**src/rtl/alu_operand_sequencer_pkg.sv**
```systemverilog
// Shared types for the ALU operand sequencer: operand, opcode, flag and state encodings.
package pkg_bits;

    typedef logic [3:0] bits_t;
    typedef logic [3:0] op_t;
    typedef logic [3:0] flags_t;

    localparam op_t OP_AND = 4'h0;
    localparam op_t OP_OR  = 4'h1;
    localparam op_t OP_ADD = 4'h2;
    localparam op_t OP_SUB = 4'h3;
    localparam op_t OP_XOR = 4'h4;

    // flags_t bit positions, MSB first: N, Z, C, V
    localparam int FLAG_N = 3;
    localparam int FLAG_Z = 2;
    localparam int FLAG_C = 1;
    localparam int FLAG_V = 0;

    typedef enum logic [2:0] {
        IDLE    = 3'd0,
        WAIT_B  = 3'd1,
        WAIT_OP = 3'd2,
        EXEC    = 3'd3,
        SHOW    = 3'd4
    } state_t;

endpackage

```
**src/rtl/alu_operand_sequencer_timeout_counter.sv**
```systemverilog
// Wait-state idle timer for the operand sequencer; only instantiated when ALU_SEQ_TIMEOUT_EN is defined.
module alu_seq_timeout_counter #(
    parameter int unsigned TIMEOUT_CYCLES = 50_000_000
) (
    input  logic clk,
    input  logic rst,
    input  logic enable,
    input  logic restart,
    output logic expired
);

    localparam int unsigned CNT_W = $clog2(TIMEOUT_CYCLES + 1);

    logic [CNT_W-1:0] count;

    always_ff @(posedge clk or posedge rst) begin
        if (rst) begin
            count <= '0;
        end else if (restart || !enable) begin
            count <= '0;
        end else begin
            count <= count + CNT_W'(1);
        end
    end

    // Expiry is flagged in the cycle the count sits at TIMEOUT_CYCLES-1, so the abort lands one edge later.
    assign expired = enable && (count == CNT_W'(TIMEOUT_CYCLES - 1));

endmodule

```
**src/rtl/alu_operand_sequencer.sv**
```systemverilog
// Collects operand A, operand B and an opcode over three load strobes, drives the ALU and latches its result.
// Optional wait-state timeout is built only when ALU_SEQ_TIMEOUT_EN is defined.
module alu_operand_sequencer
    import pkg_bits::*;
#(
    parameter int unsigned TIMEOUT_CYCLES = 50_000_000
) (
    input  logic     clk_i,
    input  logic     rst_i,
    input  bits_t    data_i,
    input  op_t      op_i,
    input  logic     load_i,
    input  logic     clear_i,
    output bits_t    ALUA_o,
    output bits_t    ALUB_o,
    output op_t      ALUControl_o,
    input  bits_t    ALUResult_i,
    input  flags_t   ALUFlags_i,
    output bits_t    result_o,
    output flags_t   flags_o,
    output logic     valid_o,
    output logic     done_o,
    output logic [2:0] state_o
);

    state_t state, state_next;
    logic   cap_a, cap_b, cap_op, exec, abort, timeout;

`ifdef ALU_SEQ_TIMEOUT_EN
    logic in_wait, expired;

    assign in_wait = (state == WAIT_B) || (state == WAIT_OP);

    alu_seq_timeout_counter #(
        .TIMEOUT_CYCLES(TIMEOUT_CYCLES)
    ) u_timeout (
        .clk    (clk_i),
        .rst    (rst_i),
        .enable (in_wait),
        .restart(load_i || (state_next != state)),
        .expired(expired)
    );

    // A load arriving on the last allowed cycle beats the timeout.
    assign timeout = expired && !load_i;
`else
    assign timeout = 1'b0;
`endif

    always_ff @(posedge clk_i or posedge rst_i) begin
        if (rst_i) begin
            state <= IDLE;
        end else begin
            state <= state_next;
        end
    end

    always_comb begin
        state_next = state;
        if (clear_i || timeout) begin
            state_next = IDLE;
        end else begin
            case (state)
                IDLE:    if (load_i) state_next = WAIT_B;
                WAIT_B:  if (load_i) state_next = WAIT_OP;
                WAIT_OP: if (load_i) state_next = EXEC;
                EXEC:    state_next = SHOW;
                SHOW:    if (load_i) state_next = WAIT_B;
                default: state_next = IDLE;
            endcase
        end
    end

    always_comb begin
        cap_a  = 1'b0;
        cap_b  = 1'b0;
        cap_op = 1'b0;
        exec   = 1'b0;
        abort  = clear_i || timeout;
        if (!clear_i) begin
            case (state)
                IDLE, SHOW: cap_a  = load_i;
                WAIT_B:     cap_b  = load_i;
                WAIT_OP:    cap_op = load_i;
                EXEC:       exec   = 1'b1;
                default:    ;
            endcase
        end
    end

    // Operand and result registers survive an abort so the display does not flicker.
    always_ff @(posedge clk_i or posedge rst_i) begin
        if (rst_i) begin
            ALUA_o       <= '0;
            ALUB_o       <= '0;
            ALUControl_o <= '0;
            result_o     <= '0;
            flags_o      <= '0;
            valid_o      <= 1'b0;
            done_o       <= 1'b0;
        end else begin
            if (cap_a)  ALUA_o       <= data_i;
            if (cap_b)  ALUB_o       <= data_i;
            if (cap_op) ALUControl_o <= op_i;
            if (exec) begin
                result_o <= ALUResult_i;
                flags_o  <= ALUFlags_i;
            end
            done_o <= exec;
            if (abort) begin
                valid_o <= 1'b0;
            end else if (exec) begin
                valid_o <= 1'b1;
            end else if (cap_a) begin
                valid_o <= 1'b0;
            end
        end
    end

    assign state_o = state;

endmodule

```
**config.mk**
```make
export PLATFORM = sky130hd
export DESIGN_NAME = alu_operand_sequencer
export DESIGN_NICKNAME = d
export VERILOG_FILES = /design/src/rtl/alu_operand_sequencer_pkg.sv /design/src/rtl/alu_operand_sequencer_timeout_counter.sv /design/src/rtl/alu_operand_sequencer.sv
export SDC_FILE = /design/constraint.sdc
export NUM_CORES = 1
export LEC_CHECK = 0
export ABC_CLOCK_PERIOD_IN_PS = 1300
export BUFFER_PORTS_ARGS = -buffer_cell sky130_fd_sc_hd__clkbuf_2
export CORE_MARGIN = 3
export CORE_UTILIZATION = 35
export CTS_CLUSTER_DIAMETER = 30
export DETAILED_ROUTE_END_ITERATION = 8
export SETUP_SLACK_MARGIN = 0.3
export SYNTH_ARGS = -nofsm -noshare
export SYNTH_HDL_FRONTEND = slang
export SYNTH_HIERARCHICAL = 1
export SYNTH_SLANG_ARGS = --single-unit
```
**constraint.sdc**
```tcl
create_clock -name clk_i -period 1.3 [get_ports clk_i]
set_input_delay 0.065 -clock clk_i [delete_from_list [all_inputs] [get_ports clk_i]]
set_output_delay 0.065 -clock clk_i [all_outputs]
set_load 0.01 [all_outputs]
```
==> results.json <==
{
  "dp.final_hpwl_um": 1560,
  "p_per_area_nw_per_um2": 1420,
  "htree_levels": 1,
  "syn_inst": 69,
  "fin_worst_hold_slack_ps": 37.2,
  "ys_warn_count": 6,
  "start_kind": "flip-flop",
  "r2r_end": "result_o[3]$_DFFE_PP0P_",
  "track_usage_pct": 16.2,
  "reg2regPathDepth": 4,
  "slew_headroom_pct": 79.4,
  "endpoint_kind": "flip-flop",
  "die_x_um": 59.3,
  "layout_setup_ws_ps": -45.9,
  "syn-num-nets": 89,
  "finalHoldViolCount": 0,
  "clk_pin_slew_ps": 130,
  "initial_utilization_pct": 38.4,
  "grt_pass1_vias": 869,
  "cts_sinks": 25,
  "cts_root_buffer": "clkbuf_4",
  "ys_seq_elements": 25,
  "path_class": "reg2reg",
  "grt_pass1_wl_um": 4200,
  "setup_viol": 13,
  "routed_wl_um": 2630,
  "dr.first_iter.drc_count": 9,
  "final_common_cell": "clkbuf_2",
  "cts_buffer_depth": 2,
  "rows": 18,
  "cts_buffers": 3,
  "status": "finished with violations",
  "skew_ps": 6.88,
  "worstPathMaxFanout": 4,
  "wl_met1_um": 1050,
  "die_y_um": 59.3,
  "vias": 843,
  "place_area_um2": 1360,
  "dp_cells": 150,
  "met3_wirelength_um": 123,
  "rr_startpoint": "state_o[2]$_DFFE_PP0P_",
  "drt-pass1-iter-count": 5,
  "timing.fmax_ghz": 0.743,
  "stdcell_area_um2": 1780,
  "arrival_ps": 1550,
  "num_antenna_cells": 0,
  "leakage_nw": 0.893,
  "seq_area_frac_synth_pct": 63.0,
  "antenna_found_initial": 0,
  "fin_crit_ps": 1350,
  "worstHoldEndpoint": "state_o[2]$_DFFE_PP0P_",
  "drt.antenna.violating_nets": 0,
  "worstSkewPairLatency_ps": 310,
  "drc": 0,
  "place_ws_ps": -68.0,
  "ir_drop_mv": 0.970,
  "drv_cap": 0,
  "hold_start": "clear_i",
  "overflow": 0,
  "dr.max_layer_used": "met4",
  "io_buffer_count": 44,
  "final_cells": 181,
  "post-route-period-util_pct": 104,
  "syn2layout_area_growth_pct": 79.2,
  "hold_path_depth": 2,
  "cts_tree": "done",
  "synth_cell_types": 19,
  "dieArea_um2": 3510,
  "layout_common_cells": "clkbuf_2 (41), dfrtp_1 (23), mux2_4 (17), dlygate4sd3_1 (17), buf_6 (10)",
  "gp_congestion": 0.694,
  "routed-wl-met2_um": 1450,
  "vias_per_cell": 4.66,
  "rsz0062_at_grt": "true",
  "violations": "setup timing",
  "avgRoutedWirePerCell_um": 14.5,
  "slew_viol_final": 0,
  "r2r_slack_ps": -50,
  "design.core.area_um2": 2590,
  "synth.avg_cell_area_um2": 14.4,
  "boundaryPins": 45,
  "drive_gt1_share_pct": 64.2,
  "final_nets": 172,
  "min_path_type": "in2reg",
  "grt_max_degree": 26,
  "tightest_slew_ps": 310,
  "crit_required_ps": 1510,
  "syn_area_um2": 993
}
==> cell usage after synthesis <==
library cell | instances | area (µm²)
nand2_1 | 2 | 7.51
mux2_2 | 12 | 135
nor2b_1 | 2 | 12.5
nor2_1 | 1 | 3.75
o21ai_0 | 2 | 10.0
nand3b_1 | 2 | 15.0
and3_1 | 1 | 6.26
a21oi_1 | 2 | 10.0
inv_1 | 1 | 3.75
buf_2 | 1 | 5.00
mux2_1 | 8 | 90.1
nand2b_1 | 3 | 18.8
nand3_1 | 1 | 5.00
nor3_1 | 1 | 5.00
clkbuf_2 | 1 | 5.00
nor3b_1 | 1 | 7.51
a21boi_0 | 1 | 7.51
dfrtp_1 | 25 | 626
nor3_2 | 2 | 20.0
==> metrics by stage <==
stage          util [%]  total power [W]  TNS, ps
6_report           68.7          0.00252     -459
5_1_grt            68.7          0.00268    -1290
4_1_cts            65.6          0.00249     -466
3_5_place_dp       52.5          0.00198     -318
3_3_place_gp       52.5          0.00196    -90.4
2_1_floorplan         -          0.00161     -732
==> kinds of logic after synthesis <==
| kind of cell | after synthesis | share of synthesized area, % |
|---|---|---|
| flops | 25 | 63.0 |
| simple gates | 16 | 10.2 |
| buf+inv | 3 | 1.38 |
| mux | 20 | 22.7 |
| compound gates | 5 | 2.77 |
==> flip-flops by register name (all words and copies together) (netlist names) <==
signal        count
valid_o           1
result_o          4
ALUB_o            4
ALUControl_o      4
ALUA_o            4
flags_o           4
state_o           3
done_o            1
==> critical path: stages (launching register included) <==
cell and delay (ps):
dfrtp_2 460, nor2_4 120, and3_4 230, clkbuf_16 150
mux2_4 280
==> routing by layer <==
metal  GRT usage [%]  vias to the layer above
met2            29.5                       27
met4            5.83                        0
met3            2.40                        2
met1            18.9                      406
li1                -                      408
met5               0                        -
==> area by class of cell <==
type	instances	area [µm²]
Sequential cell	25	628
Timing Repair Buffer	80	614
Clock buffer	4	26.3
Fill cell	187	810
Inverter	1	3.75
Tap cell	30	37.5
Multi-Input combinational cell	41	470
==> how the worst max path moves through the flow <==
stage                                start                       to  slack, ps  depth (start not counted)
floorplan           state_o[1]$_DFFE_PP0P_    ALUB_o[0]$_DFFE_PP0P_       -120                          4
global placement    state_o[1]$_DFFE_PP0P_    ALUB_o[3]$_DFFE_PP0P_        -20                          3
global route        state_o[1]$_DFFE_PP0P_    ALUB_o[1]$_DFFE_PP0P_        -80                          4
finish              state_o[2]$_DFFE_PP0P_  result_o[3]$_DFFE_PP0P_        -50                          4
CTS                 state_o[1]$_DFFE_PP0P_    ALUB_o[0]$_DFFE_PP0P_       -100                          4
detailed placement  state_o[1]$_DFFE_PP0P_    ALUB_o[3]$_DFFE_PP0P_        -70                          3
==> power breakdown <==
part           switching [W]  internal, W  leakage [nW]
Sequential          0.000150      0.00102         0.312
Combinational       0.000393     0.000617         0.565
Clock               0.000215     0.000120        0.0150
Total               0.000758      0.00176         0.893
==> timing repair <==
| item | CTS | global route |
|---|---|---|
| setup buffers | 7 | 2 |
| pin swaps | 1 | 3 |
| endpoints found under the hold margin | 42 | 1 |
| resized for setup | 26 | 9 |
| cloned | 0 | 1 |
| hold buffers | 16 | 1 |
| setup endpoints to repair | 26 | 28 |
Note: power is estimated with default switching activity, not from simulation.
